--- src/rtl/cpu_clock_pkg.sv ---
// -----------------------------------------------------------------------------
// cpu_clock_pkg
// Shared types for the CPU clock controller slice.
//   mode_t  : operator-selected clocking mode (mode input encoding)
//   state_t : controller state machine encoding
//   mode_wants_step : true for the modes that request single-stepping
// -----------------------------------------------------------------------------
package cpu_clock_pkg;

  typedef enum logic [1:0] {
    RUN    = 2'b00,
    STEP   = 2'b01,
    RUN_BP = 2'b10,
    RSVD   = 2'b11
  } mode_t;

  typedef enum logic [1:0] {
    S_RUN    = 2'b00,
    S_STEP   = 2'b01,
    S_HALTED = 2'b10
  } state_t;

  // The reserved encoding behaves exactly like STEP.
  function automatic logic mode_wants_step(input mode_t m);
    return (m == STEP) || (m == RSVD);
  endfunction

endpackage

--- src/rtl/key_debounce.sv ---
// -----------------------------------------------------------------------------
// key_debounce
// Synchronises a raw active-low push-button and debounces it. The debounced
// level starts released (1); a new level is accepted only after CYCLES
// consecutive synchronised samples that differ from the current level.
// A one-clock press pulse is produced when the accepted level goes 1 -> 0.
//
// Ports
//   clock  in   system clock
//   reset  in   asynchronous active-high reset (drops any pending press)
//   key_n  in   raw active-low key, asynchronous to clock
//   press  out  one-clock pulse on each accepted press
// -----------------------------------------------------------------------------
module key_debounce #(
  parameter int CYCLES = 250000
) (
  input  logic clock,
  input  logic reset,
  input  logic key_n,
  output logic press
);

  localparam int CNT_W = (CYCLES > 1) ? $clog2(CYCLES) : 1;
  localparam logic [CNT_W-1:0] CNT_LAST = CNT_W'(CYCLES - 1);

  logic             sync_p0;
  logic             sync_p1;
  logic             level;
  logic [CNT_W-1:0] stable_cnt;

  // Stage p0/p1: two-flop synchroniser, parked at the released level.
  always_ff @(posedge clock or posedge reset) begin
    if (reset) begin
      sync_p0 <= 1'b1;
      sync_p1 <= 1'b1;
    end else begin
      sync_p0 <= key_n;
      sync_p1 <= sync_p0;
    end
  end

  // Stage p2: debounce counter. Any sample equal to the accepted level
  // restarts the count, so only an unbroken run of CYCLES differing
  // samples moves the level.
  always_ff @(posedge clock or posedge reset) begin
    if (reset) begin
      level      <= 1'b1;
      stable_cnt <= '0;
      press      <= 1'b0;
    end else begin
      press <= 1'b0;
      if (sync_p1 != level) begin
        if (stable_cnt == CNT_LAST) begin
          level      <= sync_p1;
          stable_cnt <= '0;
          press      <= ~sync_p1;
        end else begin
          stable_cnt <= stable_cnt + CNT_W'(1);
        end
      end else begin
        stable_cnt <= '0;
      end
    end
  end

endmodule

--- src/rtl/cpu_clock_ctrl.sv ---
// -----------------------------------------------------------------------------
// cpu_clock_ctrl
// Generates a single-cycle clock enable for a soft CPU. In RUN the enable
// follows a programmable divider tap; in STEP each debounced key press
// issues one enable; RUN_BP runs until pc hits bp_addr and then halts.
// While HALTED a key press still single-steps, and resume leaves HALTED.
//
// Ports
//   clock        in   system clock
//   reset        in   asynchronous active-high reset
//   mode[1:0]    in   00 RUN, 01 STEP, 10 RUN_BP, 11 behaves as STEP
//   div_sel      in   divider tap; one tick every 2^(div_sel+1) clocks
//   step_n       in   raw active-low step key
//   resume       in   one-cycle pulse that leaves HALTED
//   pc           in   current CPU program counter
//   bp_addr      in   breakpoint address (RUN_BP only)
//   cpu_en       out  registered one-cycle CPU clock enable
//   halted       out  high while HALTED
//   cycle_count  out  number of cpu_en pulses issued (wraps at 2^32)
// -----------------------------------------------------------------------------
module cpu_clock_ctrl
  import cpu_clock_pkg::*;
#(
  parameter int DIV_WIDTH       = 24,
  parameter int PC_WIDTH        = 16,
  parameter int DEBOUNCE_CYCLES = 250000
) (
  input  logic                         clock,
  input  logic                         reset,
  input  logic [1:0]                   mode,
  input  logic [$clog2(DIV_WIDTH)-1:0] div_sel,
  input  logic                         step_n,
  input  logic                         resume,
  input  logic [PC_WIDTH-1:0]          pc,
  input  logic [PC_WIDTH-1:0]          bp_addr,
  output logic                         cpu_en,
  output logic                         halted,
  output logic [31:0]                  cycle_count
);

  localparam int SEL_W = $clog2(DIV_WIDTH);

  // Tap selects beyond the divider width clamp to the top bit.
  function automatic int sat_sel(input logic [SEL_W-1:0] sel);
    if (int'(sel) >= DIV_WIDTH) begin
      return DIV_WIDTH - 1;
    end
    return int'(sel);
  endfunction

  mode_t                mode_v;
  state_t               state;
  state_t               state_nx;
  logic [DIV_WIDTH-1:0] div_cnt;
  logic [DIV_WIDTH-1:0] tap_mask;
  logic                 tick;
  logic                 press;
  logic                 want_step;
  logic                 bp_armed;
  logic                 bp_hit;
  logic                 en_nx;

  assign mode_v    = mode_t'(mode);
  assign want_step = mode_wants_step(mode_v);
  assign bp_hit    = (mode_v == RUN_BP) && bp_armed && (pc == bp_addr);
  assign halted    = (state == S_HALTED);

  key_debounce #(
    .CYCLES (DEBOUNCE_CYCLES)
  ) u_key_debounce (
    .clock  (clock),
    .reset  (reset),
    .key_n  (step_n),
    .press  (press)
  );

  // Free-running divider; wraps naturally at 2^DIV_WIDTH.
  always_ff @(posedge clock or posedge reset) begin
    if (reset) begin
      div_cnt <= '0;
    end else begin
      div_cnt <= div_cnt + DIV_WIDTH'(1);
    end
  end

  // Tick when every divider bit from 0 up to the tap is set: bits above the
  // tap are forced to 1 before the AND-reduce.
  always_comb begin
    tap_mask = '0;
    for (int i = 0; i < DIV_WIDTH; i++) begin
      tap_mask[i] = (i <= sat_sel(div_sel));
    end
  end

  assign tick = &(div_cnt | ~tap_mask);

  // Next-state and enable decision. A state change requested by mode or
  // resume takes priority over a press in the same clock, which is dropped.
  // Leaving RUN for STEP still honours the tick seen in RUN; only the
  // breakpoint suppresses it. A simultaneous resume blocks the breakpoint.
  always_comb begin
    state_nx = state;
    en_nx    = 1'b0;
    case (state)
      S_RUN: begin
        if (want_step) begin
          state_nx = S_STEP;
          en_nx    = tick;
        end else if (bp_hit && !resume) begin
          state_nx = S_HALTED;
        end else begin
          en_nx = tick;
        end
      end
      S_STEP: begin
        if (!want_step) begin
          state_nx = S_RUN;
        end else begin
          en_nx = press;
        end
      end
      S_HALTED: begin
        if (resume) begin
          state_nx = want_step ? S_STEP : S_RUN;
        end else begin
          en_nx = press;
        end
      end
      default: begin
        state_nx = S_RUN;
      end
    endcase
  end

  // Registered outputs, state and breakpoint arming. bp_armed re-arms only
  // once pc has moved off bp_addr, so a resume at the breakpoint does not
  // immediately halt again.
  always_ff @(posedge clock or posedge reset) begin
    if (reset) begin
      state       <= S_RUN;
      cpu_en      <= 1'b0;
      cycle_count <= '0;
      bp_armed    <= 1'b1;
    end else begin
      state  <= state_nx;
      cpu_en <= en_nx;
      if (en_nx) begin
        cycle_count <= cycle_count + 32'd1;
      end
      if (resume) begin
        bp_armed <= 1'b0;
      end else if (pc != bp_addr) begin
        bp_armed <= 1'b1;
      end
    end
  end

endmodule
--- config.mk ---
export PLATFORM = sky130hd
export DESIGN_NAME = cpu_clock_ctrl
export DESIGN_NICKNAME = d
export VERILOG_FILES = /design/src/rtl/cpu_clock_pkg.sv /design/src/rtl/key_debounce.sv /design/src/rtl/cpu_clock_ctrl.sv
export SDC_FILE = /design/constraint.sdc
export NUM_CORES = 1
export LEC_CHECK = 0
export ABC_AREA = 1
export CAP_MARGIN = 20
export CELL_PAD_IN_SITES_DETAIL_PLACEMENT = 0
export CELL_PAD_IN_SITES_GLOBAL_PLACEMENT = 2
export CORE_ASPECT_RATIO = 1.5
export CORE_UTILIZATION = 33
export CTS_CLUSTER_SIZE = 20
export DETAILED_ROUTE_END_ITERATION = 10
export GPL_ROUTABILITY_DRIVEN = 0
export PLACE_DENSITY = 0.88
export SLEW_MARGIN = 5
export SYNTH_ARGS = -nofsm -noshare
export SYNTH_HDL_FRONTEND = slang
export SYNTH_SLANG_ARGS = --single-unit
--- constraint.sdc ---
create_clock -name clock -period 4.48 [get_ports clock]
set_input_delay 0.896 -clock clock [delete_from_list [all_inputs] [get_ports clock]]
set_output_delay 0.896 -clock clock [all_outputs]
set_load 0.1 [all_outputs]
==> impl_metrics.py, run 1 <==
metrics = {
    "floorplanning": {
        "initial_core_util": 0.336,
        "die_area_um2": 15900,
        "die_w_um": 103,
        "io_pins": 77,
        "core_um2": 15100,
        "die_y_um": 154,
        "rows": 55,
    },
    "clocking": {
        "postCtsHoldBufs": 0,
        "clock-sinks": 82,
        "cts_buffer_depth": 2,
        "cts_buffers": 9,
        "post_cts_resized": 0,
        "clkTransAtPathRegs_ns": 0.06,
        "insertion_delay_ns": 0.35,
        "cts_setup_buffers": 0,
        "cts_root_buf": "clkbuf_16",
        "cts_max_level": 3,
        "cts_tree": "done",
    },
    "setup_path": {
        "cp_num_buf_inv": 1,
        "critPathRequiredTime_ns": 3.58,
        "cp_slowest_cell": "clkdlybuf4s50_1",
        "cp_top_family": "buffers and inverters",
        "crit_type": "reg2out",
        "slowest_delay_ns": 1.22,
        "crit_chain": "clkdlybuf4s50_1",
        "crit_fanout": 7,
        "crit_path_start_kind": "flop",
        "worstSetupEndpointType": "output pin",
        "cp.arrival_ns": 2.09,
    },
    "pwr": {
        "clkPwrFrac": 0.451,
        "switchingPower_w": 0.000392,
        "vdd_ir_drop_max_v": 0.000223,
        "swShare": 0.248,
        "power.leakage_nw": 2.97,
        "p_seq_frac": 0.476,
        "p_int_w": 0.00119,
        "comb_power_share": 0.073,
        "powerDensity_nw_per_um2": 250,
    },
    "timing": {
        "max-slew-margin-rel": 0.340,
        "hold_violations": 0,
        "min_period_ns": 2.99,
        "tightest_slew_ns": 0.987,
        "setup_viol": 0,
        "min_period_over_period": 0.668,
        "max_freq_mhz": 334,
        "finalSetupTns_ns": 0,
        "clock_skew_ns": 0.0132,
        "final_max_slew_viol_count": 0,
        "rsz0062_at_grt": "no",
    },
    "logic_synthesis": {
        "yosysWarnings": 0,
        "synth_cell_type_count": 35,
        "synthTopCellsByArea": "dfrtp_1, nand2_1, nand3_1",
        "synth_top_area_frac": 0.385,
        "synth_top_cell_by_area": "dfrtp_1",
        "ys_async_sr_fraction": 1.00,
        "syn-cell-area_um2": 5070,
        "syn_inst": 694,
        "yosysMostFrequentCell": "nand2_1",
        "ys_seq_area_frac": 0.406,
        "synth_ff_type": "dfrtp_1",
        "syn_nets": 740,
        "syn_avg_cell_area_um2": 7.30,
        "synthTopCellsByCount": "nand2_1, inv_1, nor2_1, dfrtp_1, nand3_1",
        "synth-edff-count": 0,
        "ys_ff_latch": 82,
    },
    "outcome": {
        "outcome": "finished, final reports clean",
    },
    "flow_run": {
        "cap_violations": 0,
    },
    "routing": {
        "num_vias": 4720,
        "wl_um": 13100,
        "via_per_inst": 4.83,
        "antenna_left": 0,
        "drtIter0Drc": 143,
        "first_pass_iters": 6,
        "drc": 0,
        "routedWlPerCell_um": 13.4,
    },
    "grt": {
        "grt-ovfl-total": 0,
        "grt_pass1_vias": 4575,
        "antenna_found_initial": 0,
        "grt_pass1_wl_um": 21900,
        "grt.total_usage": 0.178,
        "grt_max_degree": 34,
    },
    "place": {
        "io_buffers": 76,
        "hpwlAfterDp_um": 10200,
        "placement.cell_area_um2": 6030,
        "place_inst": 962,
    },
    "layout": {
        "layout.nets": 820,
        "fin_util": 0.419,
        "drive_gt1_frac": 0.0565,
        "final_area_um2": 6310,
        "fillers": 1540,
        "diodes": 0,
        "final_cells": 978,
        "synthToLayoutAreaGrowth_pct": 24.6,
    },
    "min_path": {
        "hold_path_class": "reg2reg",
    },
}
routing by layer:
| layer | part of all wire | vias to the layer above | GRT usage |
|---|---|---|---|
| li1 | - | 2369 | - |
| met2 | 0.53 | 113 | 0.309 |
| met4 | 0.025 | 0 | 0.0805 |
| met1 | 0.41 | 2221 | 0.210 |
| met3 | 0.036 | 17 | 0.0282 |
| met5 | 0 | - | 0 |
placed cells by master, fill, tap and decap left out, drive strengths merged:
| master | synthesis | layout |
|---|---|---|
| nand2 | 198 | 198 |
| inv | 87 | 90 |
| nor2 | 88 | 88 |
| dfrtp | 78 | 78 |
| clkdlybuf4s50 | 0 | 76 |
| nand3 | 72 | 72 |
| xor2 | 40 | 40 |
| nor3 | 32 | 32 |
| xnor2 | 20 | 20 |
| nand4 | 16 | 16 |
| a21oi | 10 | 10 |
| nor4 | 9 | 9 |
| clkbuf | 3 | 9 |
| nor3b | 6 | 6 |
| o21ai | 6 | 6 |
| or2 | 5 | 5 |
| dfstp | 4 | 4 |
| o21bai | 3 | 3 |
| ha | 3 | 3 |
| buf | 7 | 3 |
| and3 | 2 | 2 |
| clkinvlp | 0 | 2 |
| clkinv | 0 | 2 |
| o31ai | 1 | 1 |
| a211oi | 1 | 1 |
| o21a | 1 | 1 |
| a31oi | 1 | 1 |
| mux2i | 1 | 1 |
power by group through the flow:
| stage | Combinational (W) | Clock (W) | Sequential [W] |
|---|---|---|---|
| 2_1_floorplan | 0.0000580 | 0 | 0.000764 |
| 3_3_place_gp | 0.000117 | 0 | 0.000765 |
| 3_5_place_dp | 0.000118 | 0 | 0.000765 |
| 4_1_cts | 0.000118 | 0.000735 | 0.000751 |
| 5_1_grt | 0.000131 | 0.000769 | 0.000751 |
| 6_report | 0.000115 | 0.000712 | 0.000751 |
metrics by stage:
stage	power (W)	hold WS [ns]	worst slack (ns)
finish	0.00158	0.363	1.49
global route	0.00165	0.367	1.23
CTS	0.00160	0.366	1.46
detailed placement	0.000883	0.355	1.10
global placement	0.000881	0.346	1.17
floorplan	0.000822	0.345	1.48
path summary, 6_finish.rpt:
check | start | endpoint | slack [ns] | cells past startpoint
max in group asynchronous | reset | cycle_count[13] | 2.78 | 3
worst max-delay path | cycle_count[25] | cycle_count[25] | 1.49 | 1
worst min register to register | u_key_debounce.sync_p0 | u_key_debounce.sync_p1 | 0.36 | 0
worst min-delay path | u_key_debounce.sync_p0 | u_key_debounce.sync_p1 | 0.36 | 0
min in group asynchronous | reset | u_key_debounce.stable_cnt[12] | 0.92 | 2
worst max register to register | state[0] | cycle_count[18] | 2.28 | 13
cells by family after synthesis:
logic type	synth area share
AO/OA/AOI/OAI	0.0259
adder cells (fa/ha/maj)	0.00741
XOR/XNOR	0.104
buffers and inverters	0.0788
AND/OR/NAND/NOR	0.376
multiplexers	0.00198
flip-flops	0.406
sequential cells by signal (all words and copies together), names as in the netlist:
signal,cells
bp_armed,1
div_cnt,24
u_key_debounce.press,1
u_key_debounce.level,1
state,2
u_key_debounce.sync_p0,1
u_key_debounce.sync_p1,1
cycle_count,32
u_key_debounce.stable_cnt,18
cpu_en,1
area by class of cell:
class,count,area [µm²],area share
inverter,87,328,0.0519
sequential,82,2060,0.326
multi-input combinational,515,2610,0.414
tap,199,249,0.0395
clock buffer,9,225,0.0357
clock inverter,7,58.8,0.00932
timing repair buffer,79,783,0.124
No activity file was read; power rests on OpenSTA's default activity.
==> run 2, diff against run 1 <==
Settings changed: CORE_UTILIZATION 33 to 31, PLACE_DENSITY 0.88 to 0.84.
Clock period 4.48 ns to 3 ns, I/O delays scaled along.
==> run 2 against run 1 <==
Compared with the run above:
- utilization decreased by 2.3 points
- count of clock-buffer cells in the layout increased by 1
- clock power up 60%
- cell area is 0.63% lower
- combinational power rose by 52%
- non-clock buffer count is 1 higher
- highest routed layer unchanged
- largest power group is now the clock network
- sequential share of layout area grew 0.21 points
==> impl_metrics.py, run 2 (same netlist as run 1, synthesis figures left out) <==
metrics = {
    "timing": {
        "final_max_slew_viol_count": 0,
        "rsz0062_at_grt": "no",
        "tightest_slew_ns": 0.594,
        "setup_viol": 0,
        "max_freq_mhz": 408,
        "min_period_over_period": 0.817,
        "hold_violations": 0,
        "clock_skew_ns": 0.00639,
        "setup_ws_ns": 0.548,
        "max-slew-margin-rel": 0.601,
        "min_period_ns": 2.45,
        "finalSetupTns_ns": 0,
    },
    "floorplanning": {
        "initial_core_util": 0.320,
        "die_w_um": 106,
        "rows": 56,
        "core_um2": 15800,
        "die_area_um2": 16900,
        "die_y_um": 159,
        "io_pins": 77,
    },
    "flow_run": {
        "cap_violations": 0,
    },
    "layout": {
        "layout.nets": 821,
        "final-seq-area_um2": 2060,
        "drive_gt1_frac": 0.101,
        "fillers": 1694,
        "mostFrequentLayoutCell": "nand2_1",
        "synthToLayoutAreaGrowth_pct": 23.8,
        "regMostFlops": "cycle_count",
        "reg_top3": "cycle_count: 32 flops, div_cnt: 24 flops, u_key_debounce.stable_cnt: 18 flops",
        "largest_reg_flops": 32,
        "mostFrequentLayoutCells": "nand2_1, inv_1, nor2_1, dfrtp_1, nand3_1",
        "multi_input_area_um2": 2610,
        "diodes": 0,
        "fin_util": 0.396,
    },
    "clocking": {
        "cts_setup_buffers": 0,
        "clkTransAtPathRegs_ns": 0.06,
        "cts_root_buf": "clkbuf_16",
        "postCtsHoldBufs": 0,
        "cts_max_level": 3,
        "cts_buffer_depth": 2,
        "post_cts_resized": 0,
        "insertion_delay_ns": 0.34,
        "clock-sinks": 82,
        "cts_tree": "done",
        "cts_buffers": 9,
    },
    "pwr": {
        "p_int_w": 0.00187,
        "clkPwrFrac": 0.468,
        "power.leakage_nw": 3.06,
        "vdd_ir_drop_max_v": 0.000236,
        "p_seq_frac": 0.461,
        "swShare": 0.233,
        "switchingPower_w": 0.000567,
        "powerDensity_nw_per_um2": 388,
        "power_w": 0.00244,
        "comb_power_share": 0.072,
    },
    "setup_path": {
        "crit_fanout": 32,
        "rrSetupSlack_ns": 0.85,
        "crit_type": "in2reg",
        "worstSetupEndpointType": "flop",
        "rr_startpoint": "cycle_count[2]",
        "startpoint": "div_sel[3]",
        "cp.arrival_ns": 2.73,
        "crit_path_start_kind": "primary input",
        "critPathRequiredTime_ns": 3.28,
        "worstRegToRegCells": 8,
        "rr_endpoint": "cycle_count[31]",
    },
    "routing": {
        "first_pass_iters": 4,
        "drtIter0Drc": 166,
        "antenna_left": 0,
        "wl_um": 13200,
        "num_vias": 4653,
        "via_per_inst": 4.73,
        "drc": 0,
        "routedWlPerCell_um": 13.5,
    },
    "grt": {
        "grt-ovfl-total": 0,
        "grt_pass1_wl_um": 22100,
        "grt_max_degree": 40,
        "grt_pass1_vias": 4702,
        "grt.total_usage": 0.168,
        "antenna_found_initial": 0,
    },
    "min_path": {
        "hold_path_end": "u_key_debounce.sync_p1",
        "holdPathStages": 0,
        "hold_path_class": "reg2reg",
        "worstHoldStart": "u_key_debounce.sync_p0",
    },
    "place": {
        "hpwlAfterDp_um": 10200,
        "io_buffers": 76,
        "place_ws_ns": 0.185,
    },
    "outcome": {
        "outcome": "finished, final reports clean",
    },
}
[run 2: changes by cell type in the layout (fill, tap and decap cells not counted)]
cell,change
buf_4,+34
clkdlybuf4s50_1,-34
inv_6,-3
clkinv_2,+2
buf_12,+1
bufinv_16,+1
clkbuf_8,+1
clkinvlp_4,-1
[run 2: worst max-delay path by stage]
stage / end / cells after the start / slack [ns]
2_1_floorplan: cpu_en / 1 / 0.30
3_3_place_gp: cycle_count[20] / 12 / 0.26
3_5_place_dp: cycle_count[4] / 13 / 0.18
4_1_cts: cycle_count[25] / 13 / 0.54
5_1_grt: cycle_count[4] / 13 / 0.36
6_report: cycle_count[4] / 13 / 0.55
[run 2: stage by stage]
step	std cells	hold slack [ns]	instance area [µm²]
finish	983	0.354	6270
global route	983	0.359	6270
CTS	983	0.359	6270
detailed placement	967	0.350	5970
global placement	967	0.349	5970
floorplan	694	0.345	5070
[run 2: critical path, stage by stage]
cell and delay, ns:
clkdlybuf4s50_1 0.61, nand2_2 0.12, nand2_1 0.12, nand3_1 0.12
or2_0 0.22, nand2_1 0.07, nor2_1 0.04, nor2_2 0.11
nor2_2 0.07, nand2_4 0.06, buf_4 0.33, nand3_1 0.13
nand2_1 0.09
[run 2: area by class of cell]
class | count | share of cell area
Clock buffer | 10 | 0.0381
Clock inverter | 6 | 0.0104
Inverter | 87 | 0.0523
Multi-Input combinational cell | 515 | 0.416
Sequential cell | 82 | 0.328
Tap cell | 203 | 0.0405
Timing Repair Buffer | 80 | 0.115
[run 2: power by group through the flow]
stage	combinational, W	sequential [W]	clock, W
2_1_floorplan	0.0000866	0.00114	0
3_3_place_gp	0.000177	0.00114	0
3_5_place_dp	0.000180	0.00114	0
4_1_cts	0.000181	0.00112	0.00117
5_1_grt	0.000200	0.00112	0.00122
6_report	0.000175	0.00112	0.00114
[run 2: per-layer routing]
metal,track usage,vias to the layer above,share of wire
met4,0.0847,0,0.032
met1,0.183,2145,0.41
met3,0.0340,24,0.038
met5,0,-,0
met2,0.308,112,0.52
li1,-,2372,-
